**src/rtl/pipe_pkg.sv**
```systemverilog
// Shared constants and the stage payload record for the writeback pipeline register.
package pipe_pkg;

    localparam int DATA_W_DEF = 32;
    localparam int REG_W_DEF  = 5;
    localparam int CNT_W_DEF  = 16;

    // "do" is a reserved word, so the memory-data field is named mdo.
    typedef struct packed {
        logic                  valid;
        logic                  wreg;
        logic                  m2reg;
        logic [REG_W_DEF-1:0]  dest;
        logic [DATA_W_DEF-1:0] r;
        logic [DATA_W_DEF-1:0] mdo;
    } stage_t;

endpackage

```
**src/rtl/pipe_stage_slice.sv**
```systemverilog
// One pipeline stage: load, hold on stall, squash to a bubble on flush, async clear on rst.
module pipe_stage_slice #(
    parameter type stage_t = pipe_pkg::stage_t
) (
    input  logic   clk,
    input  logic   rst,
    input  logic   stall,
    input  logic   flush,
    input  stage_t d,
    output stage_t q
);

    // NOTE: non-blocking assignments keep every stage sampling its neighbour's pre-edge value.
    always_ff @(posedge clk or posedge rst) begin
        if (rst) begin
            // NOTE: payload is cleared too, so out_wdata reads 0 straight out of reset.
            q <= '0;
        end else if (flush) begin
            q.valid <= 1'b0;
            q.wreg  <= 1'b0;
        end else if (!stall) begin
            q <= d;
        end
    end

endmodule

```
**src/rtl/pipe_stage_reg.sv**
```systemverilog
// Writeback pipeline register: DEPTH stall/flush-capable stages, write qualification,
// writeback mux and a saturating count of retired bubbles.
module pipe_stage_reg
    import pipe_pkg::*;
#(
    parameter int DATA_W = DATA_W_DEF,
    parameter int REG_W  = REG_W_DEF,
    parameter int DEPTH  = 1,
    parameter int CNT_W  = CNT_W_DEF
) (
    input  logic              clk,
    input  logic              rst,
    input  logic              in_valid,
    input  logic              in_wreg,
    input  logic              in_m2reg,
    input  logic [REG_W-1:0]  in_dest,
    input  logic [DATA_W-1:0] in_r,
    input  logic [DATA_W-1:0] in_do,
    input  logic              stall,
    input  logic              flush,
    output logic              out_valid,
    output logic              out_wreg,
    output logic              out_m2reg,
    output logic [REG_W-1:0]  out_dest,
    output logic [DATA_W-1:0] out_r,
    output logic [DATA_W-1:0] out_do,
    output logic [DATA_W-1:0] out_wdata,
    output logic [CNT_W-1:0]  bubble_cnt
);

    typedef struct packed {
        logic              valid;
        logic              wreg;
        logic              m2reg;
        logic [REG_W-1:0]  dest;
        logic [DATA_W-1:0] r;
        logic [DATA_W-1:0] mdo;
    } stage_w_t;

    stage_w_t head;
    stage_w_t stg [DEPTH];
    stage_w_t last;

    assign head = '{valid: in_valid, wreg: in_wreg, m2reg: in_m2reg,
                    dest: in_dest, r: in_r, mdo: in_do};

    for (genvar k = 0; k < DEPTH; k++) begin : g_stage
        if (k == 0) begin : g_first
            pipe_stage_slice #(.stage_t(stage_w_t)) u_slice (
                .clk(clk), .rst(rst), .stall(stall), .flush(flush),
                .d(head), .q(stg[0])
            );
        end else begin : g_next
            pipe_stage_slice #(.stage_t(stage_w_t)) u_slice (
                .clk(clk), .rst(rst), .stall(stall), .flush(flush),
                .d(stg[k-1]), .q(stg[k])
            );
        end
    end

    assign last      = stg[DEPTH-1];
    assign out_valid = last.valid;
    assign out_m2reg = last.m2reg;
    assign out_dest  = last.dest;
    assign out_r     = last.r;
    assign out_do    = last.mdo;

    // Register 0 is hard-wired, so a write aimed at it is never issued.
    assign out_wreg  = last.valid && last.wreg && (last.dest != '0);
    assign out_wdata = last.m2reg ? last.mdo : last.r;

    // Counts edges where the last stage retires a bubble; flush does not touch it.
    always_ff @(posedge clk or posedge rst) begin
        if (rst) begin
            bubble_cnt <= '0;
        end else if (!stall && !last.valid && (bubble_cnt != '1)) begin
            bubble_cnt <= bubble_cnt + CNT_W'(1);
        end
    end

endmodule

```
**config.mk**
```make
export PLATFORM = sky130hd
export DESIGN_NAME = pipe_stage_reg
export DESIGN_NICKNAME = d
export VERILOG_FILES = /design/src/rtl/pipe_pkg.sv /design/src/rtl/pipe_stage_slice.sv /design/src/rtl/pipe_stage_reg.sv
export SDC_FILE = /design/constraint.sdc
export NUM_CORES = 1
export LEC_CHECK = 0
export BUFFER_PORTS_ARGS = -buffer_cell sky130_fd_sc_hd__clkbuf_2
export CORE_AREA = 10 10 137 89
export DETAILED_ROUTE_END_ITERATION = 7
export DIE_AREA = 0 0 147 99
export PLACE_DENSITY_LB_ADDON = 0.2
export SYNTH_ARGS = -nofsm -noshare
export SYNTH_HDL_FRONTEND = slang
export SYNTH_HIERARCHICAL = 1
export SYNTH_SLANG_ARGS = --single-unit
```
**constraint.sdc**
```tcl
create_clock -name clk -period 2.1 [get_ports clk]
set_input_delay 0.315 -clock clk [delete_from_list [all_inputs] [get_ports clk]]
set_output_delay 0.315 -clock clk [all_outputs]
set_load 0.01 [all_outputs]
```
==> results.toml <==
[layout]
stdcell_count = 606
antennaDiodeCount = 0
fillers = 819
multiInputGateArea_um2 = 1650
area_growth_syn_to_layout_pct = 36.6
register_area_um2 = 2200
drive_gt1_share_pct = 69.6
fin_nets = 543

[routing]
vias_per_cell = 4.80
ant_nets = 0
drtIter0Drc = 97
drc_errors = 0
post_drt_wl_per_cell_um = 18.2
routed_wl_um = 11000
dr.pass1.iters = 4
vias = 2911

[clock_network]
cts_sinks = 88
htreeDepth = 3
ctsResizeCount = 0
cts_tree = "built"
numCtsBuffers = 9
clk_path_buf_depth = 2
clkLatencyLatePin_ns = 0.33
root_buffer = "clkbuf_16"
cts.clk_slew.worst_paths_ns = 0.06

[floorplan]
die_h_um = 99
die_x_um = 147
rows = 28
die-area_um2 = 14600
coreArea_um2 = 9630
floorplan.initialDensity_pct = 41.1
ios = 196

[power_and_ir_drop]
power_mw = 5.47
p_leak_nw = 2.67
power_density_nw_per_um2 = 1010
ir_worst_vdd_mv = 0.592

[worst_setup_path]
start_kind = "register"
critical_path_class = "register to register"
arrival_ns = 2.09
r2r-end = "bubble_cnt[12]"
crit_chain = "ha_1 -> nand3_1 -> or3_1 -> nor3_1 -> mux2_2"
cp.required_ns = 2.32
endpoint_kind = "register"
crit_fanout = 6
slowest_stage = "or3_1"
r2r_cells = 5
max_stage_delay_ns = 0.46
r2r-start = "bubble_cnt[0]"
r2r_slack_ns = 0.22

[placement]
pre_cts_slack_ns = 0.277
io_buffers = 195
hpwl_um = 8740
placed_cells = 589
routabilityCongestion = 0.797

[sta]
hold_ws_ns = 0.208
max_freq_mhz = 533
hold_violations = 0
fin_crit_sh_pct = 89.4
skew_ns = 0.00452
tightest_slew_ns = 0.660
setup_viol = 0
setup_tns_ns = 0
slew-limit-headroom_pct = 56.0
maxSlewViolCount = 0
fin_crit_ns = 1.88
rsz0062_at_grt = "false"
fin_ws_ns = 0.222

[outcome]
outcome = "finished, final reports clean"

[hold_path]
hp-start = "flush"
hold_depth = 2
hp-class = "input port to register"
min_to = "g_stage[0].g_first.u_slice/q[71]"

[synth]
netlist_area_um2 = 3960
synth_flop_cell = "dfrtp_1"
syn_avg_cell_area_um2 = 14.9
synth-seq-cells = 88
syn_nets = 342
yosys.cell_types.count = 30
ys_seq_area_share_pct = 55.6
async_flop_share_pct = 100
yosys_warnings = 6
postSynthCellCount = 265
synth_edf_count = 0

[global_routing]
track_usage_pct = 14.6
antenna_found_initial = 0
grt_first_pass_wirelength_um = 17400
grt_pass1_vias = 3134
grt-ovfl-total = 0
grt_max_degree = 40

[job]
drv_cap = 0
## synthesized netlist by cell type, types with 2 or more instances
master	number	share of area, %
and4_1	2	0.44
buf_1	3	0.28
buf_6	7	2.0
dfrtp_1	88	56
inv_1	2	0.19
mux2_2	97	28
mux2_4	7	2.7
mux2i_1	2	0.51
nand2_1	7	0.66
nand3_1	3	0.38
nand4_1	2	0.32
nand4_4	2	1.1
nor2_1	6	0.57
nor3_1	5	0.63
nor4_1	3	0.47
nor4b_1	2	0.44
or3_1	2	0.32
xor2_1	13	2.9
## placed cells by master (no fill, tap or decap), types with 2 or more instances in the layout
cell type   synthesis  routed
and4_1              2       2
nor2_1              6       6
bufinv_16           0       2
buf_4               0       5
mux2_2             97      97
nand3_1             3       3
clkinvlp_4          0       2
xor2_1             13      13
clkbuf_2            0     195
mux2_4              7       7
nand4_1             2       2
nor3_1              5       5
clkbuf_8            0       2
dfrtp_1            88      88
nand2_1             7       7
or3_1               2       2
nor4_1              3       3
clkbuf_16           0       9
nor4b_1             2       2
nand4_4             2       2
mux2i_1             2       2
## where the power goes
part / total, mW / switching (mW) / internal [mW]
registers: 2.30 / 0.312 / 1.99
clock network: 1.74 / 0.628 / 1.11
logic: 1.43 / 0.698 / 0.734
## worst max-delay path, delay by kind of cell (launching register included)
kind | cells | cell delay, ns
adders and majority gates | 1 | 0.19
DFF | 1 | 0.43
muxes | 1 | 0.35
and+or+nand+nor | 3 | 0.79
## state kept, by name, summed over array words and instances (netlist names)
name and cells:
g_stage.g_first.u_slice/q 72, bubble_cnt 16
## through the flow
step,cell area [um^2],utilization [%]
global placement,5070,52.6
floorplan,3970,-
CTS,5410,56.2
finish,5410,56.2
detailed placement,5070,52.6
global route,5410,56.2
## kinds of logic (layout without fill, tap and decap cells)
logic type	after synthesis	after routing	synth area share, %
mux	106	106	30.7
fa+ha+maj	1	1	0.316
compound gates	1	1	0.253
xor+xnor	14	14	3.10
flops	88	88	55.6
buf+inv	14	220	2.68
simple gates	41	41	7.33
## how the worst max path moves through the flow
stage               cells after the start  slack, ns                             start              to
CTS                                     3       0.25  g_stage[0].g_first.u_slice/q[65]        out_wreg
finish                                  5       0.22                     bubble_cnt[0]  bubble_cnt[12]
detailed placement                      5       0.28                     bubble_cnt[0]  bubble_cnt[12]
floorplan                               6       0.31                     bubble_cnt[0]  bubble_cnt[12]
global route                            5       0.09                     bubble_cnt[0]  bubble_cnt[12]
global placement                        5       0.31                     bubble_cnt[0]  bubble_cnt[12]
## metal layers
metal,global-route usage [%],vias up,routed length [um]
li1,-,1359,-
met5,0,-,0
met4,3.11,0,70
met2,21.6,136,4770
met1,18.5,1408,5020
met3,7.72,8,1150
## layout make-up
class                      count  area share (%)
timing repair buffer         202            19.3
sequential                    88            40.7
tap                          135            3.12
clock buffer                  12            4.74
multi-input combinational    163            30.5
inverter                       2           0.208
clock inverter                 4            1.41
## repair_timing
item | CTS | global route
setup buffers | 0 | 0
endpoints found under the hold margin | 1 | 0
hold buffers | 1 | 0
No activity file was read; power rests on OpenSTA's default activity.
